--- src/rtl/mult_pkg.sv ---
// Shared definitions for the shift-and-add multiplier: operand width and the
// control-strobe bundle layout used by the control unit, datapath and generator.
package mult_pkg;

    localparam int MULT_N  = 4;
    localparam int MULT_PW = 2 * MULT_N;

    // Strobe order on the wire from the control unit: {carga_q, reset_a, carga_a, desplaza_q, fin}
    typedef struct packed {
        logic carga_q;
        logic reset_a;
        logic carga_a;
        logic desplaza_q;
        logic fin;
    } ctrl_t;

endpackage

--- src/rtl/mult_if.sv ---
// Bundle between the multiplier control/consumer side (master) and the datapath (slave).
interface mult_if
    import mult_pkg::*;
#(
    parameter int N = MULT_N
);
    logic [N-1:0]   op_m;
    logic [N-1:0]   op_q;
    logic           carga_q;
    logic           reset_a;
    logic           carga_a;
    logic           desplaza_q;
    logic           fin;
    logic           q0;
    logic           busy;
    logic [2*N-1:0] res;
    logic           res_valid;
    logic           res_ready;
    logic           err;

    modport master (
        output op_m, op_q, carga_q, reset_a, carga_a, desplaza_q, fin, res_ready,
        input  q0, busy, res, res_valid, err
    );

    modport slave (
        input  op_m, op_q, carga_q, reset_a, carga_a, desplaza_q, fin, res_ready,
        output q0, busy, res, res_valid, err
    );
endinterface

--- src/rtl/mult_result_buf.sv ---
// Product register with a valid/ready handshake toward the consumer; a capture that
// arrives while an unaccepted product is held is dropped and flagged as overrun.
module mult_result_buf
    import mult_pkg::*;
#(
    parameter int W = MULT_PW
)(
    input  logic         clk,
    input  logic         reset_n,
    input  logic         capture_i,
    input  logic [W-1:0] prod_i,
    input  logic         ready_i,
    output logic [W-1:0] res_o,
    output logic         valid_o,
    output logic         errOvr_o
);

    logic [W-1:0] res_q, res_d;
    logic         valid_q, valid_d;
    logic         errOvr_q, errOvr_d;

    always_comb begin
        res_d    = res_q;
        valid_d  = valid_q;
        errOvr_d = errOvr_q;
        if (capture_i) begin
            // The slot is free if empty or being drained on this very edge
            if (!valid_q || ready_i) begin
                res_d   = prod_i;
                valid_d = 1'b1;
            end else begin
                errOvr_d = 1'b1;
            end
        end else if (valid_q && ready_i) begin
            valid_d = 1'b0;
        end
    end

    always_ff @(posedge clk or negedge reset_n) begin
        if (!reset_n) begin
            res_q    <= '0;
            valid_q  <= 1'b0;
            errOvr_q <= 1'b0;
        end else begin
            res_q    <= res_d;
            valid_q  <= valid_d;
            errOvr_q <= errOvr_d;
        end
    end

    assign res_o    = res_q;
    assign valid_o  = valid_q;
    assign errOvr_o = errOvr_q;

endmodule

--- src/rtl/mult_datapath.sv ---
// Shift-and-add multiplier datapath: M, C:A, Q registers driven by the control-unit
// strobes, a step counter guarding against extra shifts, and the product buffer.
module mult_datapath
    import mult_pkg::*;
#(
    parameter int N = MULT_N
)(
    input  logic  clk,
    input  logic  reset_n,
    mult_if.slave bus
);

    localparam int CW = $clog2(N + 1);

    ctrl_t          ctrl;
    logic [N-1:0]   m_q, m_d;
    logic [N-1:0]   a_q, a_d;
    logic [N-1:0]   q_q, q_d;
    logic           c_q, c_d;
    logic [CW-1:0]  stepCnt_q, stepCnt_d;
    logic           busy_q, busy_d;
    logic           err_q, err_d;
    logic [N:0]     sum;
    logic [N:0]     ca;
    logic [N-1:0]   qShift;
    logic           shiftCounted;
    logic           capture;
    logic [2*N-1:0] prod;
    logic [2*N-1:0] bufRes;
    logic           bufValid;
    logic           errOvr;

    assign ctrl = {bus.carga_q, bus.reset_a, bus.carga_a, bus.desplaza_q, bus.fin};

    always_comb begin
        sum = {1'b0, a_q} + {1'b0, m_q};
        if (ctrl.reset_a)      ca = '0;
        else if (ctrl.carga_a) ca = sum;
        else                   ca = {c_q, a_q};

        // A same-cycle add feeds straight into the shift, so one cycle can do a full step
        if (ctrl.desplaza_q) begin
            c_d    = 1'b0;
            a_d    = ca[N:1];
            qShift = {ca[0], q_q[N-1:1]};
        end else begin
            c_d    = ca[N];
            a_d    = ca[N-1:0];
            qShift = q_q;
        end
        m_d = ctrl.carga_q ? bus.op_m : m_q;
        q_d = ctrl.carga_q ? bus.op_q : qShift;

        shiftCounted = ctrl.desplaza_q && busy_q && !ctrl.carga_q;
        capture      = ctrl.fin && busy_q;
        prod         = {a_d, qShift};

        stepCnt_d = stepCnt_q;
        err_d     = err_q;
        if (ctrl.carga_q) begin
            stepCnt_d = '0;
        end else if (shiftCounted) begin
            if (stepCnt_q == CW'(N)) err_d = 1'b1;
            else                     stepCnt_d = stepCnt_q + CW'(1);
        end
        if (ctrl.fin && !busy_q) err_d = 1'b1;

        busy_d = busy_q;
        if (ctrl.carga_q)  busy_d = 1'b1;
        else if (ctrl.fin) busy_d = 1'b0;
    end

    always_ff @(posedge clk or negedge reset_n) begin
        if (!reset_n) begin
            m_q       <= '0;
            a_q       <= '0;
            q_q       <= '0;
            c_q       <= 1'b0;
            stepCnt_q <= '0;
            busy_q    <= 1'b0;
            err_q     <= 1'b0;
        end else begin
            m_q       <= m_d;
            a_q       <= a_d;
            q_q       <= q_d;
            c_q       <= c_d;
            stepCnt_q <= stepCnt_d;
            busy_q    <= busy_d;
            err_q     <= err_d;
        end
    end

    mult_result_buf #(.W(2 * N)) u_resBuf (
        .clk       (clk),
        .reset_n   (reset_n),
        .capture_i (capture),
        .prod_i    (prod),
        .ready_i   (bus.res_ready),
        .res_o     (bufRes),
        .valid_o   (bufValid),
        .errOvr_o  (errOvr)
    );

    assign bus.q0        = q_q[0];
    assign bus.busy      = busy_q;
    assign bus.res       = bufRes;
    assign bus.res_valid = bufValid;
    assign bus.err       = err_q | errOvr;

endmodule

--- src/flat_wrapper.sv ---
// flat-port wrapper written by rule: the top's interface ports become plain ports
module mult_datapath_flat import mult_pkg::*;
#(
    parameter int N = MULT_N
)
  (clk, reset_n, bus_op_m, bus_op_q, bus_carga_q, bus_reset_a, bus_carga_a, bus_desplaza_q, bus_fin, bus_res_ready, bus_q0, bus_busy, bus_res, bus_res_valid, bus_err);
  mult_if #(.N(N)) bus_i ();
  input  logic clk;
  input  logic reset_n;
  input wire logic [$bits(bus_i.op_m)-1:0] bus_op_m;
  input wire logic [$bits(bus_i.op_q)-1:0] bus_op_q;
  input wire logic [$bits(bus_i.carga_q)-1:0] bus_carga_q;
  input wire logic [$bits(bus_i.reset_a)-1:0] bus_reset_a;
  input wire logic [$bits(bus_i.carga_a)-1:0] bus_carga_a;
  input wire logic [$bits(bus_i.desplaza_q)-1:0] bus_desplaza_q;
  input wire logic [$bits(bus_i.fin)-1:0] bus_fin;
  input wire logic [$bits(bus_i.res_ready)-1:0] bus_res_ready;
  output wire logic [$bits(bus_i.q0)-1:0] bus_q0;
  output wire logic [$bits(bus_i.busy)-1:0] bus_busy;
  output wire logic [$bits(bus_i.res)-1:0] bus_res;
  output wire logic [$bits(bus_i.res_valid)-1:0] bus_res_valid;
  output wire logic [$bits(bus_i.err)-1:0] bus_err;
  assign bus_i.op_m = bus_op_m;
  assign bus_i.op_q = bus_op_q;
  assign bus_i.carga_q = bus_carga_q;
  assign bus_i.reset_a = bus_reset_a;
  assign bus_i.carga_a = bus_carga_a;
  assign bus_i.desplaza_q = bus_desplaza_q;
  assign bus_i.fin = bus_fin;
  assign bus_i.res_ready = bus_res_ready;
  assign bus_q0 = bus_i.q0;
  assign bus_busy = bus_i.busy;
  assign bus_res = bus_i.res;
  assign bus_res_valid = bus_i.res_valid;
  assign bus_err = bus_i.err;
  mult_datapath #(.N(N)) u_core (.clk(clk), .reset_n(reset_n), .bus(bus_i));
endmodule
--- config.mk ---
export PLATFORM = sky130hd
export DESIGN_NAME = mult_datapath_flat
export DESIGN_NICKNAME = d
export VERILOG_FILES = /design/src/rtl/mult_pkg.sv /design/src/rtl/mult_if.sv /design/src/rtl/mult_result_buf.sv /design/src/rtl/mult_datapath.sv /design/src/flat_wrapper.sv
export SDC_FILE = /design/constraint.sdc
export NUM_CORES = 1
export LEC_CHECK = 0
export BUFFER_PORTS_ARGS = -buffer_cell sky130_fd_sc_hd__buf_2
export CAP_MARGIN = 0
export CORE_ASPECT_RATIO = 1.5
export CORE_MARGIN = 3
export CORE_UTILIZATION = 44
export DETAILED_ROUTE_END_ITERATION = 16
export MAX_ROUTING_LAYER = met4
export PLACE_DENSITY = 0.66
export SYNTH_ARGS = -nofsm -noshare
export SYNTH_HDL_FRONTEND = slang
export SYNTH_SLANG_ARGS = --single-unit
--- constraint.sdc ---
create_clock -name clk -period 2.1 [get_ports clk]
set_input_delay 0.21 -clock clk [delete_from_list [all_inputs] [get_ports clk]]
set_output_delay 0.21 -clock clk [all_outputs]
set_load 0.03 [all_outputs]
**Word-level counts from Yosys, hierarchy flattened**

Index checks and enable logic that the tools add are counted.

- Add/subtract/negate cells: 2
- $mul: 0
- Div/mod/pow operators: 0
- $lt $le $gt $ge: 0
- Equal/unequal tests: 4
- Shifts and indexed selects: 0
- Mux-type cells: 18
- Bitwise gates (word level): 2
- Reduce and logical (&&, ||, !) cells: 19

Operators by type and width:

| cell | count |
|---|---|
| $mux W4 | 3 |
| $mux W1 | 10 |
| $mux W5 | 2 |
| $reduce_bool A2 Y1 | 5 |
| $mux W3 | 3 |
| $reduce_and A2 Y1 | 4 |
| $add A4 B4 Y5 | 1 |
| $logic_and A1 B1 Y1 | 5 |
| $ne A2 B2 Y1 const B | 2 |
| $add A3 B1 Y3 const B | 1 |
| $eq A3 B3 Y1 const B | 1 |
| $logic_not A1 Y1 | 3 |
| $reduce_and A3 Y1 | 1 |
| $ne A2 B1 Y1 const B | 1 |
| $logic_or A1 B1 Y1 | 1 |
| $not A1 Y1 | 1 |
| $or A1 B1 Y1 | 1 |

- Bits in registers: 28
- Bits in latches: 0
- RAM bits: 0
- ROM bits: 0
- Input bits: 16
- Output and inout bits: 12
- Logic and storage cells: 55
- Memories: 0

**Depth between registers and ports, before layout**

Gate-level depths: netlist (run 1).

- Depth after elaboration: 5
- Gate-level depth with buffers: 6
- Mapped depth without buffers: 6

**Hierarchy**

From an unflattened synthesis (run 1), not the netlist that was laid out.

- Cells, all modules: 104
- Area, all modules: 1415.1 µm²

By module, submodules not included:

| module | times used | cells each | area an instance (µm²) | sequential area each (µm²) |
|---|---|---|---|---|
| mult_datapath | 1 | 81 | 1004.7 | 450.4 |
| mult_result_buf | 1 | 23 | 410.4 | 250.2 |

**Least setup slack after synthesis (run 1)**

No wires, ideal clock.

- Kind: register to register
- Start: register u_core.a_q[0]
- End: register u_core.u_resBuf.res_q[5], in the netlist u_core.u_resBuf.res_o[5]
- Setup time: 0.125 ns
- Arrival: 1.665 ns
- Data required time: 1.975 ns
- Slack: 0.310 ns
- Cell stages (with the launch flop): 7
- Path buffers: 0
- Period minus slack after synthesis: 1.790 ns
- Path through: dfrtp_1 ha_1 fa_1 xnor2_1 a211oi_1 a21o_2 mux2_4

- Longest elaborated chain between the ends: 4

RTL lines:

| item | line | text |
|---|---|---|
| start, declared | mult_datapath.sv:17 | `logic [N-1:0] a_q, a_d;` |
| start signal, assigned | mult_datapath.sv:76 | `a_q <= '0;` |
| start signal, assigned | mult_datapath.sv:84 | `a_q <= a_d;` |
| $add A4 B4 Y5 | mult_datapath.sv:36 | `sum = {1'b0, a_q} + {1'b0, m_q};` |
| $mux W5 | mult_datapath.sv:38 | `else if (ctrl.carga_a) ca = sum;` |
| $mux W5 | mult_datapath.sv:37 | `if (ctrl.reset_a) ca = '0;` |
| $mux W4 | mult_datapath.sv:42 | `if (ctrl.desplaza_q) begin` |
| named net u_core.a_d[1] | mult_datapath.sv:17 |  |
| end signal, assigned | mult_result_buf.sv:45 | `res_q <= res_d;` |
| end, declared | mult_result_buf.sv:18 | `logic [W-1:0] res_q, res_d;` |

The timed path passes the listed nets, and every way through them passes these cells.
A chain may end at the register's enable or synchronous reset.

**Final worst setup path (run 1)**

Same ends and word-level chain as after synthesis.

==> results of run 1 <==
==> final timing paths <==
| check | from | to | cells after the start | slack [ps] |
|---|---|---|---|---|
| setup reg to reg | u_core.a_q[0] | u_core.u_resBuf.res_o[5] | 6 | 180 |
| setup / recovery | u_core.a_q[0] | u_core.u_resBuf.res_o[5] | 6 | 180 |
| max in group asynchronous | reset_n | u_core.stepCnt_q[0] | 2 | 1220 |
| hold reg to reg | u_core.u_resBuf.errOvr_o | u_core.u_resBuf.errOvr_o | 1 | 490 |
| min in group asynchronous | reset_n | u_core.u_resBuf.res_o[2] | 2 | 470 |
| hold / removal | bus_fin | u_core.bus.busy | 2 | 130 |
==> registers in the layout, summed over array words and instances (netlist names) <==
name	cells
u_core.u_resBuf.res_o	8
u_core.a_q	4
u_core.m_q	4
u_core.q_q	4
u_core.stepCnt_q	3
u_core.bus.busy	1
u_core.c_q	1
u_core.err_q	1
u_core.u_resBuf.errOvr_o	1
u_core.u_resBuf.valid_o	1
==> stage by stage <==
| stage | utilization (%) | hold slack, ps | cell area (sq um) | worst slack [ps] |
|---|---|---|---|---|
| 5_1_grt | 54.2 | 126 | 1610 | 103 |
| 6_report | 54.2 | 129 | 1610 | 176 |
| 4_1_cts | 54.2 | 120 | 1610 | 169 |
| 3_5_place_dp | 52.0 | 265 | 1550 | 187 |
| 2_1_floorplan | - | -85.6 | 1380 | 310 |
| 3_3_place_gp | 52.0 | 254 | 1550 | 265 |
==> report_power, final <==
group / switching (mW) / internal, mW / total, mW
Clock: 0.160 / 0.168 / 0.328
Combinational: 0.224 / 0.151 / 0.375
Sequential: 0.0418 / 0.610 / 0.652
Total: 0.426 / 0.929 / 1.36
==> worst max-delay path, cell delays in order, from the launching register on <==
cell      delay, ps
dfrtp_1         390
ha_1            230
fa_1            420
xnor2_1         180
a211oi_1        110
a21o_2          240
mux2_4          250
==> logic make-up (layout without fill, tap and decap cells) <==
kind of cell             after synthesis  after routing  share of synthesized area [%]
AND/OR/NAND/NOR                       34             34                           12.5
flip-flops                            28             28                           50.7
multiplexers                          20             20                           16.0
AO/OA/AOI/OAI                         16             16                           9.23
buffers and inverters                  9             38                           3.44
adder cells (fa/ha/maj)                7              7                           6.88
XOR/XNOR                               2              2                           1.27
==> area by class of cell <==
cell class	instances	area, sq um
Tap cell	39	48.8
Sequential cell	28	701
Timing Repair Buffer	29	153
Fill cell	268	1360
Clock buffer	4	55.1
Multi-Input combinational cell	79	634
Inverter	5	18.8
==> synth_stat cells <==
cell	number	area [sq um]
mux2i_1	6	60.1
a21oi_1	3	15.0
buf_4	1	7.51
nor3b_1	2	15.0
nor2_1	9	33.8
and3_1	1	6.26
and3_2	1	7.51
a31oi_1	3	18.8
a21o_2	1	8.76
nor3_1	2	10.0
o41ai_1	1	8.76
a211oi_2	1	12.5
xnor2_1	2	17.5
o21bai_2	1	11.3
nand2_1	8	30.0
fa_1	1	20.0
mux2_2	13	146
mux2_4	1	15.0
dfrtp_1	28	701
inv_1	5	18.8
ha_1	6	75.1
a211oi_1	2	15.0
buf_6	1	11.3
buf_2	2	10.0
a311oi_2	1	15.0
nor4b_2	1	15.0
nand3_1	6	30.0
or2_2	1	6.26
nand2b_1	1	6.26
o21bai_1	2	15.0
o31ai_1	1	7.51
nor2b_1	1	6.26
and2_1	1	6.26
==> metal layers <==
| metal | up-vias | routed length (um) | GRT usage, % |
|---|---|---|---|
| met4 | 0 | 51 | 7.87 |
| met5 | - | 0 | - |
| met1 | 477 | 1100 | 18.2 |
| li1 | 466 | - | - |
| met3 | 5 | 96 | 1.78 |
| met2 | 20 | 1410 | 26.3 |
==> repair_timing <==
| item | in CTS | in global routing |
|---|---|---|
| hold buffers | 1 | 0 |
| hold endpoints to repair | 28 | 0 |
| setup endpoints to repair | 0 | 0 |
==> reports/results.tsv, run 1 <==
stage	metric	value	unit
run_status	run status	finished, final reports clean	
synthesis	gate count after technology mapping	116	
clock_network	Max Buffers Root-to-Sink	2	
power	leakage power	0.776	nW
floorplanning	initial standard-cell utilization of the core	46.5	%
detailed_routing	Avg WL per Cell	14.4	um
clock_network	H-tree lvl count	1	
power	worst ir drop on vdd	484	uV
timing	final sum of negative setup slack	0	ps
layout	share of cells above drive strength 1	36.6	%
floorplanning	height of the die	74.7	um
worst_setup_path	data arrival time of the critical path	2090	ps
layout	Area growth, synth to finish	16.5	%
floorplanning	io pins	28	
detailed_routing	number of detailed-routing iterations run before antenna repair	4	
detailed_routing	DRC	0	
layout	total inserted antenna cells	0	
placement	number of buffer cells added on primary ports	27	
clock_network	clock latency on the worst-skew pair	270	ps
detailed_routing	Final ANT Viol Nets	0	
clock_network	buffer type at the clock tree root	clkbuf_8	
grt	via count of the first global-routing pass	1017	
clock_network	CTS sink count	28	
synthesis	syn avg cell area	11.9	sq um
timing	unrepaired setup endpoints after global routing	no	
synthesis	total number of yosys warnings	0	
synthesis	unique cell type count in the Yosys netlist	33	
hold_path	class of the most critical hold timing path	input port to register	
power	total power after layout	1.36	mW
layout	filler-free cell count of the finished design	184	
synthesis	Mapped Nets	139	
timing	ratio of final minimum period to clock period	91.6	%
timing	max-slew violation count	0	
placement	Placed Cells incl. Taps	179	
detailed_routing	via density per instance	5.26	
synthesis	sequential element share of the synthesized area	50.7	%
power	power density of the placed cells	842	mW/mm^2
floorplanning	core box area	0.00297	sq mm
timing	actual transition at the worst max-transition pin	614	ps
layout	net count reported at finish	169	
placement	HPWL after detailed placement	1.96	mm
detailed_routing	WL final	2.66	mm
worst_setup_path	highest net fanout along the worst path	2	
synthesis	Post-Syn Area	0.00138	sq mm
synthesis	Synth Register Bits	28	
timing	setup violators final	0	
worst_setup_path	endpoint required time on the critical path	2270	ps
job	max-cap viol count	0	
clock_network	total setup buffers inserted after CTS	0	
layout	most frequent standard cell in the layout excluding fill and tap cells	dfrtp_1	
detailed_routing	initial DRC count	16	
placement	final weighted congestion of routability-driven global placement	0.770	
clock_network	Inserted Clock Buffers	3	
grt	total global routing track utilization	15.6	%
worst_setup_path	critical path endpoint category	register	
clock_network	Reg clk slew, reported paths	90	ps
timing	final critical delay including setup and external delays	1920	ps
grt	number of antenna violations at the first check in global routing	0	
floorplanning	horizontal extent of the die	51.8	um
timing	tightest slew margin relative to the limit	59.1	%
grt	pin count of the biggest net entering global routing	29	
floorplanning	area of the die	0.00386	sq mm
clock_network	post-cts gate resize count	0	
worst_setup_path	WS Path Type	register to register	
grt	Remaining Overflow, GRT	0	
detailed_routing	vias	968	
clock_network	CTS tree	done	
layout	commonest cells after routing, fill and taps aside	28 x dfrtp_1, 27 x buf_2, 13 x mux2_2	
worst_setup_path	launching element type of the critical path	register	
timing	Hold Fails Final Rpt	0	
timing	maximum clock frequency	520	MHz
floorplanning	floorplan row count	24	
grt	wire length of the first global-routing pass	4.33	mm
timing	final setup skew	4.23	ps
Power figures use the tool's default switching activity.
==> run 2, diff against run 1 <==
--- a/config.mk
+++ b/config.mk
@@ -5,14 +5,13 @@
 export SDC_FILE = /design/constraint.sdc
 export NUM_CORES = 1
 export LEC_CHECK = 0
-export BUFFER_PORTS_ARGS = -buffer_cell sky130_fd_sc_hd__buf_2
 export CAP_MARGIN = 0
 export CORE_ASPECT_RATIO = 1.5
 export CORE_MARGIN = 3
 export CORE_UTILIZATION = 44
 export DETAILED_ROUTE_END_ITERATION = 16
+export DONT_BUFFER_PORTS = 1
 export MAX_ROUTING_LAYER = met4
-export PLACE_DENSITY = 0.66
 export SYNTH_ARGS = -nofsm -noshare
 export SYNTH_HDL_FRONTEND = slang
 export SYNTH_SLANG_ARGS = --single-unit
==> constraint.sdc (replaced) <==
create_clock -name clk -period 2.1 [get_ports clk]
set_input_delay 0.21 -clock clk [delete_from_list [all_inputs] [get_ports clk]]
set_output_delay 0.21 -clock clk [all_outputs]
set_load 0.05 [all_outputs]
==> reports/results.tsv, run 2 (same netlist as run 1, synthesis figures left out) <==
stage	metric	value	unit
run_status	run status	finished, final reports clean	
floorplanning	floorplan row count	24	
layout	max FFs per register	8	
layout	area taken by flip-flops and latches	701	sq um
detailed_routing	Avg WL per Cell	16.9	um
floorplanning	height of the die	74.7	um
worst_setup_path	data arrival time of the critical path	2060	ps
power	leakage power	0.700	nW
layout	share of cells above drive strength 1	23.4	%
power	power density of the placed cells	895	mW/mm^2
placement	Placed Cells incl. Taps	154	
worst_setup_path	endpoint required time on the critical path	2270	ps
placement	final weighted congestion of routability-driven global placement	0.756	
job	max-cap viol count	0	
layout	Area growth, synth to finish	11.4	%
layout	most frequent standard cell in the layout excluding fill and tap cells	dfrtp_1	
clock_network	clock latency on the worst-skew pair	270	ps
grt	wire length of the first global-routing pass	4.47	mm
clock_network	H-tree lvl count	1	
detailed_routing	Final ANT Viol Nets	0	
timing	ratio of final minimum period to clock period	90.0	%
timing	final sum of negative setup slack	0	ps
detailed_routing	number of detailed-routing iterations run before antenna repair	5	
clock_network	Max Buffers Root-to-Sink	2	
timing	setup violators final	0	
clock_network	buffer type at the clock tree root	clkbuf_8	
timing	final critical delay including setup and external delays	1890	ps
worst_setup_path	WS Path Type	register to register	
grt	Remaining Overflow, GRT	0	
worst_setup_path	highest net fanout along the worst path	2	
timing	max-slew violation count	0	
clock_network	total setup buffers inserted after CTS	0	
timing	tightest slew margin relative to the limit	67.5	%
detailed_routing	via density per instance	5.52	
layout	Multi-input gate area	634	sq um
power	worst ir drop on vdd	563	uV
grt	pin count of the biggest net entering global routing	29	
timing	unrepaired setup endpoints after global routing	no	
timing	final setup skew	7.37	ps
timing	Hold Fails Final Rpt	0	
layout	commonest cells after routing, fill and taps aside	28 x dfrtp_1, 13 x mux2_2, 9 x nor2_1	
clock_network	Reg clk slew, reported paths	100	ps
layout	net count reported at finish	148	
timing	actual transition at the worst max-transition pin	487	ps
layout	total inserted antenna cells	0	
grt	number of antenna violations at the first check in global routing	0	
grt	via count of the first global-routing pass	967	
worst_setup_path	critical path endpoint category	register	
layout	filler-free cell count of the finished design	163	
placement	number of buffer cells added on primary ports	0	
floorplanning	area of the die	0.00386	sq mm
floorplanning	initial standard-cell utilization of the core	46.5	%
floorplanning	core box area	0.00297	sq mm
layout	final core area utilization	51.8	%
floorplanning	horizontal extent of the die	51.8	um
placement	HPWL after detailed placement	1.94	mm
detailed_routing	DRC	0	
clock_network	Inserted Clock Buffers	3	
worst_setup_path	launching element type of the critical path	register	
floorplanning	io pins	28	
layout	fill count	250	
detailed_routing	vias	900	
detailed_routing	initial DRC count	26	
hold_path	class of the most critical hold timing path	input port to register	
timing	final hold slack	20.3	ps
detailed_routing	WL final	2.75	mm
grt	total global routing track utilization	16.1	%
clock_network	CTS sink count	28	
timing	maximum clock frequency	529	MHz
clock_network	CTS tree	done	
[run 2: power by group]
part / internal, mW / leakage (nW) / total, mW / switching, mW
registers: 0.608 / 0.339 / 0.796 / 0.188
logic: 0.125 / 0.332 / 0.250 / 0.125
clock network: 0.168 / 0.0288 / 0.333 / 0.165
total: 0.900 / 0.700 / 1.38 / 0.478
[run 2: timing repair]
action	CTS	global route
hold endpoints to repair	32	1
hold buffers	4	1
resized for setup	0	0
[run 2: layout make-up]
type / instances / share of cell area [%]
sequential: 28 / 45.5
multi-input combinational: 79 / 41.2
timing repair buffer: 8 / 5.36
clock buffer: 4 / 3.57
tap: 39 / 3.17
inverter: 5 / 1.22
[run 2: path summary, 6_finish.rpt]
check,start,to,slack (ps),cells after the start
max,u_core.a_q[0],u_core.u_resBuf.res_o[5],210,6
min,bus_carga_q,u_core.q_q[1],20,1
max reg2reg,u_core.a_q[0],u_core.u_resBuf.res_o[5],210,6
min reg2reg,u_core.err_q,u_core.err_q,480,2
max in group asynchronous,reset_n,u_core.c_q,1570,2
min in group asynchronous,reset_n,u_core.q_q[3],360,2
[run 2: critical path, stage by stage (launching register included)]
cell and delay (ps):
dfrtp_1 400, ha_1 230, fa_1 410, xnor2_1 170, a211oi_1 110, a21o_2 220
mux2_4 250
[run 2: routing by layer]
| layer | global-route usage, % | up-vias | wire length, um | part of all wire [%] |
|---|---|---|---|---|
| met1 | 18.7 | 456 | 1170 | 42 |
| met5 | - | - | 0 | 0 |
| met2 | 28.0 | 20 | 1470 | 53 |
| li1 | - | 422 | - | - |
| met3 | 3.37 | 2 | 104 | 3.8 |
| met4 | 4.37 | 0 | 14 | 0.51 |
[run 2: through the flow]
stage / cell area (sq um) / total power [mW] / setup slack (ps)
floorplan: 1380 / 0.994 / 310
global placement: 1430 / 1.03 / 266
detailed placement: 1430 / 1.04 / 223
CTS: 1530 / 1.39 / 206
global route: 1540 / 1.44 / 111
finish: 1540 / 1.38 / 210
==> run 3, diff against run 2 <==
--- a/config.mk
+++ b/config.mk
@@ -12,6 +12,7 @@
 export DETAILED_ROUTE_END_ITERATION = 16
 export DONT_BUFFER_PORTS = 1
 export MAX_ROUTING_LAYER = met4
+export PLACE_DENSITY_LB_ADDON = 0.25
 export SYNTH_ARGS = -nofsm -noshare
 export SYNTH_HDL_FRONTEND = slang
 export SYNTH_SLANG_ARGS = --single-unit
==> constraint.sdc (replaced) <==
create_clock -name clk -period 2 [get_ports clk]
set_input_delay 0.2 -clock clk [delete_from_list [all_inputs] [get_ports clk]]
set_output_delay 0.2 -clock clk [all_outputs]
set_load 0.05 [all_outputs]
==> reports/results.tsv, run 3 (same netlist as run 1, synthesis figures left out) <==
stage	metric	value	unit
run_status	run status	finished, final reports clean	
timing	final critical delay including setup and external delays	1860	ps
detailed_routing	initial DRC count	13	
power	Flop pwr share	54.0	%
worst_setup_path	endpoint required time on the critical path	2180	ps
timing	maximum clock frequency	538	MHz
power	logic gate share of total power	16.6	%
clock_network	CTS tree	done	
power	power density of the placed cells	994	mW/mm^2
floorplanning	height of the die	74.7	um
clock_network	Max Buffers Root-to-Sink	2	
clock_network	post-cts gate resize count	0	
layout	total inserted antenna cells	0	
power	total internal power	1.04	mW
grt	pin count of the biggest net entering global routing	29	
layout	net count reported at finish	148	
floorplanning	io pins	28	
floorplanning	initial standard-cell utilization of the core	46.5	%
worst_setup_path	critical path endpoint category	register	
clock_network	clock latency on the worst-skew pair	280	ps
worst_setup_path	worst setup path startpoint	u_core.a_q[0]	
floorplanning	floorplan row count	24	
layout	share of cells above drive strength 1	23.4	%
worst_setup_path	highest net fanout along the worst path	2	
detailed_routing	via density per instance	5.38	
placement	minimum setup slack after placement	149	ps
timing	tightest slew margin relative to the limit	67.7	%
detailed_routing	number of detailed-routing iterations run before antenna repair	4	
timing	max-slew violation count	0	
clock_network	H-tree lvl count	1	
placement	number of buffer cells added on primary ports	0	
floorplanning	core box area	0.00297	sq mm
grt	number of antenna violations at the first check in global routing	0	
placement	final weighted congestion of routability-driven global placement	0.792	
grt	total global routing track utilization	15.7	%
layout	Area growth, synth to finish	12.6	%
layout	final core area utilization	52.4	%
timing	final sum of negative setup slack	0	ps
worst_setup_path	internal reg-to-reg setup slack	140	ps
clock_network	buffer type at the clock tree root	clkbuf_8	
clock_network	total setup buffers inserted after CTS	0	
timing	final setup skew	5.75	ps
detailed_routing	vias	877	
worst_setup_path	Critical Path Sink	u_core.u_resBuf.res_o[5]	
detailed_routing	Avg WL per Cell	16.3	um
power	clock group share of total power	29.3	%
floorplanning	area of the die	0.00386	sq mm
worst_setup_path	WS Path Type	register to register	
clock_network	Reg clk slew, reported paths	100	ps
timing	ratio of final minimum period to clock period	92.9	%
worst_setup_path	number of cell instances on the worst register-to-register path	6	
clock_network	CTS sink count	28	
worst_setup_path	r2r endpoint	u_core.u_resBuf.res_o[5]	
timing	actual transition at the worst max-transition pin	484	ps
placement	HPWL after detailed placement	1.87	mm
power	worst ir drop on vdd	586	uV
worst_setup_path	worst stage delay on the critical path	400	ps
layout	fill count	255	
worst_setup_path	list of cells traversed by the critical path	ha_1, fa_1, xnor2_1, a211oi_1, a21o_2, mux2_4	
layout	max FFs per register	8	
grt	via count of the first global-routing pass	935	
timing	setup slack after layout	142	ps
worst_setup_path	launching element type of the critical path	register	
grt	Remaining Overflow, GRT	0	
power	net switching fraction of the power	33.0	%
detailed_routing	Final ANT Viol Nets	0	
hold_path	class of the most critical hold timing path	input port to register	
timing	setup violators final	0	
timing	unrepaired setup endpoints after global routing	no	
power	leakage power	0.707	nW
floorplanning	horizontal extent of the die	51.8	um
worst_setup_path	data arrival time of the critical path	2030	ps
detailed_routing	DRC	0	
worst_setup_path	launch instance of the worst register-to-register path	u_core.a_q[0]	
worst_setup_path	highest-delay cell along the critical path	dfrtp_1	
clock_network	Inserted Clock Buffers	3	
layout	commonest cells after routing, fill and taps aside	28 x dfrtp_1, 13 x mux2_2, 9 x nor2_1	
timing	final hold slack	27.0	ps
detailed_routing	WL final	2.65	mm
power	power dissipated by switching net loads	510	uW
timing	Hold Fails Final Rpt	0	
layout	most frequent standard cell in the layout excluding fill and tap cells	dfrtp_1	
job	max-cap viol count	0	
grt	wire length of the first global-routing pass	4.24	mm
## run 3: changes by cell type in the layout (fill, tap and decap cells not counted), sizes merged
cell / previous run / this run
bufinv: 0 / 1
clkbuf: 4 / 3
## run 3: metrics by stage
step,power [mW],area (sq um),cells
after floorplan,1.04,1380,116
after global placement,1.08,1430,154
after detailed placement,1.08,1430,154
after CTS,1.56,1560,163
after global routing,1.61,1560,163
final,1.55,1560,163
## run 3: area by class of cell
cell class	count	area [sq um]	share of cell area [%]
clock buffer	3	41.3	2.65
clock inverter	1	30.0	1.93
inverter	5	18.8	1.21
multi-input combinational	79	634	40.8
sequential	28	701	45.0
tap	39	48.8	3.14
timing repair buffer	8	82.6	5.31
## run 3: how the worst min path moves through the flow
| stage | startpoint | end | slack, ps | cells after the start |
|---|---|---|---|---|
| after floorplan | reset_n | u_core.a_q[0] | -100 | 0 |
| after global placement | reset_n | u_core.u_resBuf.res_o[2] | -90 | 0 |
| after detailed placement | reset_n | u_core.u_resBuf.res_o[2] | -90 | 0 |
| after CTS | bus_carga_q | u_core.err_q | 30 | 1 |
| after global routing | bus_carga_q | u_core.err_q | 30 | 1 |
| final | bus_carga_q | u_core.err_q | 30 | 1 |
## run 3: per-layer routing
layer / track usage (%) / part of all wire [%]
met5: - / 0
met4: 7.00 / 1.6
met3: 2.57 / 3.6
met2: 26.5 / 52
met1: 18.2 / 43
## run 3: critical path: cells and delay by family, from the launching register on
family,cells,cell delay [ps]
AO/OA/AOI/OAI,2,330
XOR/XNOR,1,160
adder cells (fa/ha/maj),2,620
flip-flops,1,400
multiplexers,1,250
## run 3: power by group through the flow
| stage | Clock [mW] | Combinational [mW] | Sequential (mW) |
|---|---|---|---|
| after global placement | 0 | 0.230 | 0.847 |
| after CTS | 0.461 | 0.261 | 0.838 |
| after detailed placement | 0 | 0.236 | 0.849 |
| after global routing | 0.478 | 0.288 | 0.847 |
| final | 0.454 | 0.257 | 0.836 |
| after floorplan | 0 | 0.196 | 0.847 |
## run 3: what timing repair did
action | 4_1_cts | 5_1_grt
hold buffers | 5 | 0
endpoints found under the hold margin | 34 | 0
endpoints found under the setup margin | 0 | 0
